**config.mk**
```make
export PLATFORM = sky130hd
export DESIGN_NAME = xora_gate
export DESIGN_NICKNAME = d
export VERILOG_FILES = /design/src/rtl/xora_gate.sv
export SDC_FILE = /design/constraint.sdc
export NUM_CORES = 1
export LEC_CHECK = 0
export CAP_MARGIN = 20
export CORE_ASPECT_RATIO = 0.8
export CORE_MARGIN = 2
export CORE_UTILIZATION = 30
export DETAILED_ROUTE_END_ITERATION = 12
export PLACE_DENSITY = 0.69
export SYNTH_ARGS = -nofsm -noshare
export SYNTH_HDL_FRONTEND = slang
export SYNTH_SLANG_ARGS = --single-unit
```
**constraint.sdc**
```tcl
create_clock -name clk -period 2.8 [get_ports clk]
set_input_delay 0.56 -clock clk [delete_from_list [all_inputs] [get_ports clk]]
set_output_delay 0.56 -clock clk [all_outputs]
set_load 0.1 [all_outputs]
```
**src/rtl/xora_gate.sv**
```systemverilog
// rtl/xora_gate.sv - combinational XOR with a registered copy, running XOR accumulator
// and a saturating count of enabled cycles where the XOR output was nonzero.
module xora_gate #(
  parameter int WIDTH = 1,
  parameter int CNT_W = 8
) (
  input  logic             clk,
  input  logic             rst,
  input  logic [WIDTH-1:0] A,
  input  logic [WIDTH-1:0] B,
  input  logic             en,
  input  logic             clr,
  output logic [WIDTH-1:0] F,
  output logic [WIDTH-1:0] F_q,
  output logic [WIDTH-1:0] acc,
  output logic [CNT_W-1:0] hi_cnt,
  output logic             hi_sat
);

  localparam logic [CNT_W-1:0] CNT_MAX = '1;

  logic [WIDTH-1:0] fq_d, fq_q;
  logic [WIDTH-1:0] acc_d, acc_q;
  logic [CNT_W-1:0] cnt_d, cnt_q;

  // The primary output never touches the clocked path.
  assign F = A ^ B;

  always_comb begin
    fq_d  = fq_q;
    acc_d = acc_q;
    cnt_d = cnt_q;
    if (en) begin
      fq_d = F;
    end
    if (clr) begin
      acc_d = '0;
      cnt_d = '0;
    end else if (en) begin
      acc_d = acc_q ^ F;
      if ((|F) && (cnt_q != CNT_MAX)) begin
        cnt_d = cnt_q + 1'b1;
      end
    end
  end

  always_ff @(posedge clk or posedge rst) begin
    if (rst) begin
      fq_q  <= '0;
      acc_q <= '0;
      cnt_q <= '0;
    end else begin
      fq_q  <= fq_d;
      acc_q <= acc_d;
      cnt_q <= cnt_d;
    end
  end

  assign F_q    = fq_q;
  assign acc    = acc_q;
  assign hi_cnt = cnt_q;
  assign hi_sat = (cnt_q == CNT_MAX);

endmodule

```
## Yosys cells after proc, flatten, opt, wreduce, memory -nomap -nowiden

Index checks and enable logic that the tools add are counted.

| word-level totals | value |
|---|---|
| flip-flop bits (word level) | 10 |
| input bits | 6 |

| operators by class | value |
|---|---|
| bitwise logic cells | 2 |
| equal/unequal tests | 2 |
| reductions and logical operators | 4 |
| add/sub/neg operators | 1 |
| multiplexer cells | 5 |

Operators with widths:

| kind | count |
|---|---|
| $mux W8 | 3 |
| $add A8 B1 Y8 const B | 1 |
| $eq A8 B8 Y1 const B | 1 |
| $ne A8 B8 Y1 const B | 1 |
| $reduce_bool A2 Y1 | 2 |
| $mux W1 | 2 |
| $reduce_and A2 Y1 | 1 |
| $xor A1 B1 Y1 | 2 |
| $logic_and A1 B1 Y1 | 1 |

## Longest topological paths before layout

| logic depth | value |
|---|---|
| depth in word-level cells | 5 |
| mapped depth | 5 |

## Worst setup path after synthesis

Ideal clock, no wire load.

| path | value |
|---|---|
| kind | register to output |
| from | register cnt_q[0] (netlist: hi_cnt[0]) |
| to | output port hi_sat |
| path slack | 0.007 ns |
| stages on the path, launching flop included | 4 |
| arrival time | 2.233 ns |
| path buffers | 0 |
| cells stage by stage | dfrtp_1 -> ha_1 -> and2_1 -> and3_1 |

| on the way | value |
|---|---|
| cells in the longest elaborated chain, start to end | 1 |

Ends and longest elaborated chain:

| element | RTL line | source |
|---|---|---|
| from (decl) | 24 | `logic [CNT_W-1:0] cnt_d, cnt_q;` |
| from (signal assigned) | 55 | `cnt_q <= cnt_d;` |
| $eq A8 B8 Y1 | 62 | `assign hi_sat = (cnt_q == CNT_MAX);` |
| to (decl) | 17 | `output logic hi_sat` |

Every way passes these cells.

## Worst setup path after layout

| path | value |
|---|---|
| from | input port B |
| to | output port F |

| on the way | value |
|---|---|
| cells in the longest elaborated chain, start to end | 1 |

Ends and longest elaborated chain:

| element | RTL line | source |
|---|---|---|
| from (decl) | 10 | `input logic [WIDTH-1:0] B,` |
| $xor A1 B1 Y1 | 27 | `assign F = A ^ B;` |
| to (decl) | 13 | `output logic [WIDTH-1:0] F,` |

Every way passes these cells.

==> results by group <==
Status
  • Status: completed

Clocking
  • Clk slew on worst S/H paths: 0.06 ns
  • Worst-Skew Late Latency: 0.26 ns
  • PostCTS Resize Cnt: 0
  • Max Root-Sink Buffers: 2
  • CTS Buf Count: 3
  • CTS tree: done
  • H-tree levels: 1
  • Hold-fix buffers, CTS: 0
  • Root Driver: clkbuf_4
  • Clk sinks: 10
  • Postcts setup bufs: 0

Floorplan
  • I/O Pins: 18
  • Core area: 1640 um2
  • Die height: 41.7 um
  • Initial Util: 0.324
  • # rows: 13
  • Die Wd: 51.1 um
  • Die area: 2130 um2

Yosys
  • Net count after synthesis: 62
  • Sequential-to-total area share from yosys stat: 0.471
  • Ys flop type: dfrtp_1
  • Top post-synthesis cells by area: dfrtp_1, inv_1, nor2_1, xor2_1, a21oi_1
  • Post-synth EDFFs: 0
  • Mapped Cells: 55
  • Yosys cell types: 28
  • Mapped Avg Cell Area: 9.67 um2
  • Most frequent cells after synthesis: dfrtp_1, inv_1, nor2_1
  • FFs w/ async S/R, synth: 1.00
  • Top cell type's share of synthesized area: 0.471
  • Yosys top cell by area: dfrtp_1
  • Yosys warning count: 0
  • Most instantiated library cell after synthesis: dfrtp_1
  • Synthesized flop and latch total: 10
  • Mapped cell area: 532 um2

Critical path
  • Worst-path maximum fanout: 4
  • Reg-to-reg endpoint: hi_cnt[6]
  • Reg2reg start: hi_cnt[4]
  • Crit. End Element: output pin
  • R2R setup slack: 1.06 ns
  • R2r worst-path depth: 4
  • CP Class: input port to output pin
  • CP arrival: 1.68 ns
  • Critical Path RT: 2.24 ns
  • Worst Setup Start Kind: input port

Power
  • Static leakage: 0.364 nW
  • Power Dens Cells: 516 nW/um2
  • Peak supply drop: 0.275 mV
  • Power Total: 382 uW

Cells and area
  • Finished Cell Area: 741 um2
  • Ant. Diodes: 0
  • Nets: 83
  • Share of layout cells above drive strength 1: 0.240
  • Area Growth Syn to Fin: 39.3%

Timing
  • RSZ-0062 raised after global routing: false
  • Worst clock skew: 0.00318 ns
  • Min Hold Slack: 0.530 ns
  • Fin crit period: 2.24 ns
  • Max Slew Vio Count: 0
  • Hold Violations, Final: 0
  • Final setup viols: 0
  • Final Cycle Share: 0.799
  • FMAX: 0.447 GHz
  • Max-slew headroom: 0.741
  • Worst slew pin tran: 0.388 ns
  • Setup TNS: 0 ns

Place
  • Final GP Congestion: 0.804
  • Buffers added on ports: 17
  • DP Area: 704 um2
  • Hpwl dp: 960 um

Hold path
  • Worst Hold Endpoint: F_q
  • HP Class: flop to flop
  • WHS Path Cells: 2
  • Min-delay src: F_q

Drt
  • DRC errors left: 0
  • Drt total wl: 1220 um
  • Routed len/inst: 12.5 um
  • Post-DRT Antenna Nets: 0
  • DR iter-0 viols: 4
  • Pre-antenna DRT Iters: 4
  • Via-to-Cell Ratio: 4.92
  • Via count: 477

GRT
  • Largest net degree at the start of global routing: 11
  • Total global-route track usage: 0.133
  • First-pass GRT wire length: 2100 um
  • Initial antenna violation count: 0
  • Residual overflow from global routing: 0
  • Vias in the first global route: 508

Job
  • Maxcap violations: 0
## cell usage in the layout (no fill, tap or decap)
cell type | Yosys | layout
buf_4 | 0 | 12
dfrtp_1 | 10 | 10
inv_1 | 6 | 6
nor2_1 | 5 | 5
clkdlybuf4s50_1 | 0 | 5
nand3_1 | 3 | 3
o21ai_0 | 3 | 3
a21oi_1 | 3 | 3
clkbuf_4 | 0 | 3
nand2_1 | 2 | 2
or3_1 | 2 | 2
xor2_1 | 2 | 2
and4_1 | 1 | 1
and2_1 | 1 | 1
xnor2_1 | 1 | 1
a311o_1 | 1 | 1
mux2i_1 | 1 | 1
a2111o_1 | 1 | 1
a31o_2 | 1 | 1
and3b_1 | 1 | 1
nor3_1 | 1 | 1
o21bai_1 | 1 | 1
a31oi_1 | 1 | 1
a311oi_1 | 1 | 1
and3_1 | 1 | 1
nor2b_1 | 1 | 1
nand4_1 | 1 | 1
mux2_1 | 1 | 1
ha_1 | 1 | 1
clkbuf_8 | 0 | 1
buf_12 | 0 | 1
## through the flow
stage          worst slack (ns)  instances   util
2_1_floorplan           0.00716         55      -
3_3_place_gp              0.633         93  0.429
3_5_place_dp              0.576         93  0.429
4_1_cts                   0.562         97  0.451
5_1_grt                   0.503         97  0.451
6_report                  0.562         97  0.451
## worst max path at each step
stage	from	endpoint	slack [ns]	cells past startpoint
6_report	B	F	0.56	4
5_1_grt	A	F	0.50	4
4_1_cts	B	F	0.56	4
3_5_place_dp	B	F	0.58	4
3_3_place_gp	B	F	0.63	4
2_1_floorplan	hi_cnt[0]	hi_sat	0.007	3
## registers in the layout, indices dropped and copies added (netlist names)
| register | count |
|---|---|
| F_q | 1 |
| acc | 1 |
| hi_cnt | 8 |
## area by class of cell
| type | instances | area, um2 |
|---|---|---|
| Sequential cell | 10 | 250 |
| Timing Repair Buffer | 18 | 160 |
| Multi-Input combinational cell | 37 | 244 |
| Inverter | 6 | 22.5 |
| Fill cell | 166 | 902 |
| Clock buffer | 4 | 36.3 |
| Tap cell | 22 | 27.5 |
## routing by layer
metal | up-vias | global-route usage | routed length (um)
met2 | 15 | 0.213 | 602
met4 | 0 | 0.0649 | 19
li1 | 233 | - | -
met5 | - | 0 | 0
met3 | 2 | 0.0432 | 59
met1 | 227 | 0.160 | 534
## critical path, cell delays in order
cell and delay, ns:
clkdlybuf4s50_1 0.41, xnor2_1 0.33, inv_1 0.17, buf_12 0.20
## logic make-up after synthesis
kind of cell    count (synthesis)  synth area share
buf+inv                         8            0.0706
mux                             2            0.0400
flops                          10             0.471
xor+xnor                        3            0.0494
fa+ha+maj                       1            0.0235
simple gates                   19             0.191
compound gates                 12             0.155
## report_power, final
| group | internal, mW | leakage [nW] | switching [mW] |
|---|---|---|---|
| Clock | 0.0789 | 0.0210 | 0.0478 |
| Combinational | 0.0270 | 0.207 | 0.0739 |
| Sequential | 0.150 | 0.136 | 0.00468 |
Note: power is estimated with default switching activity, not from simulation.
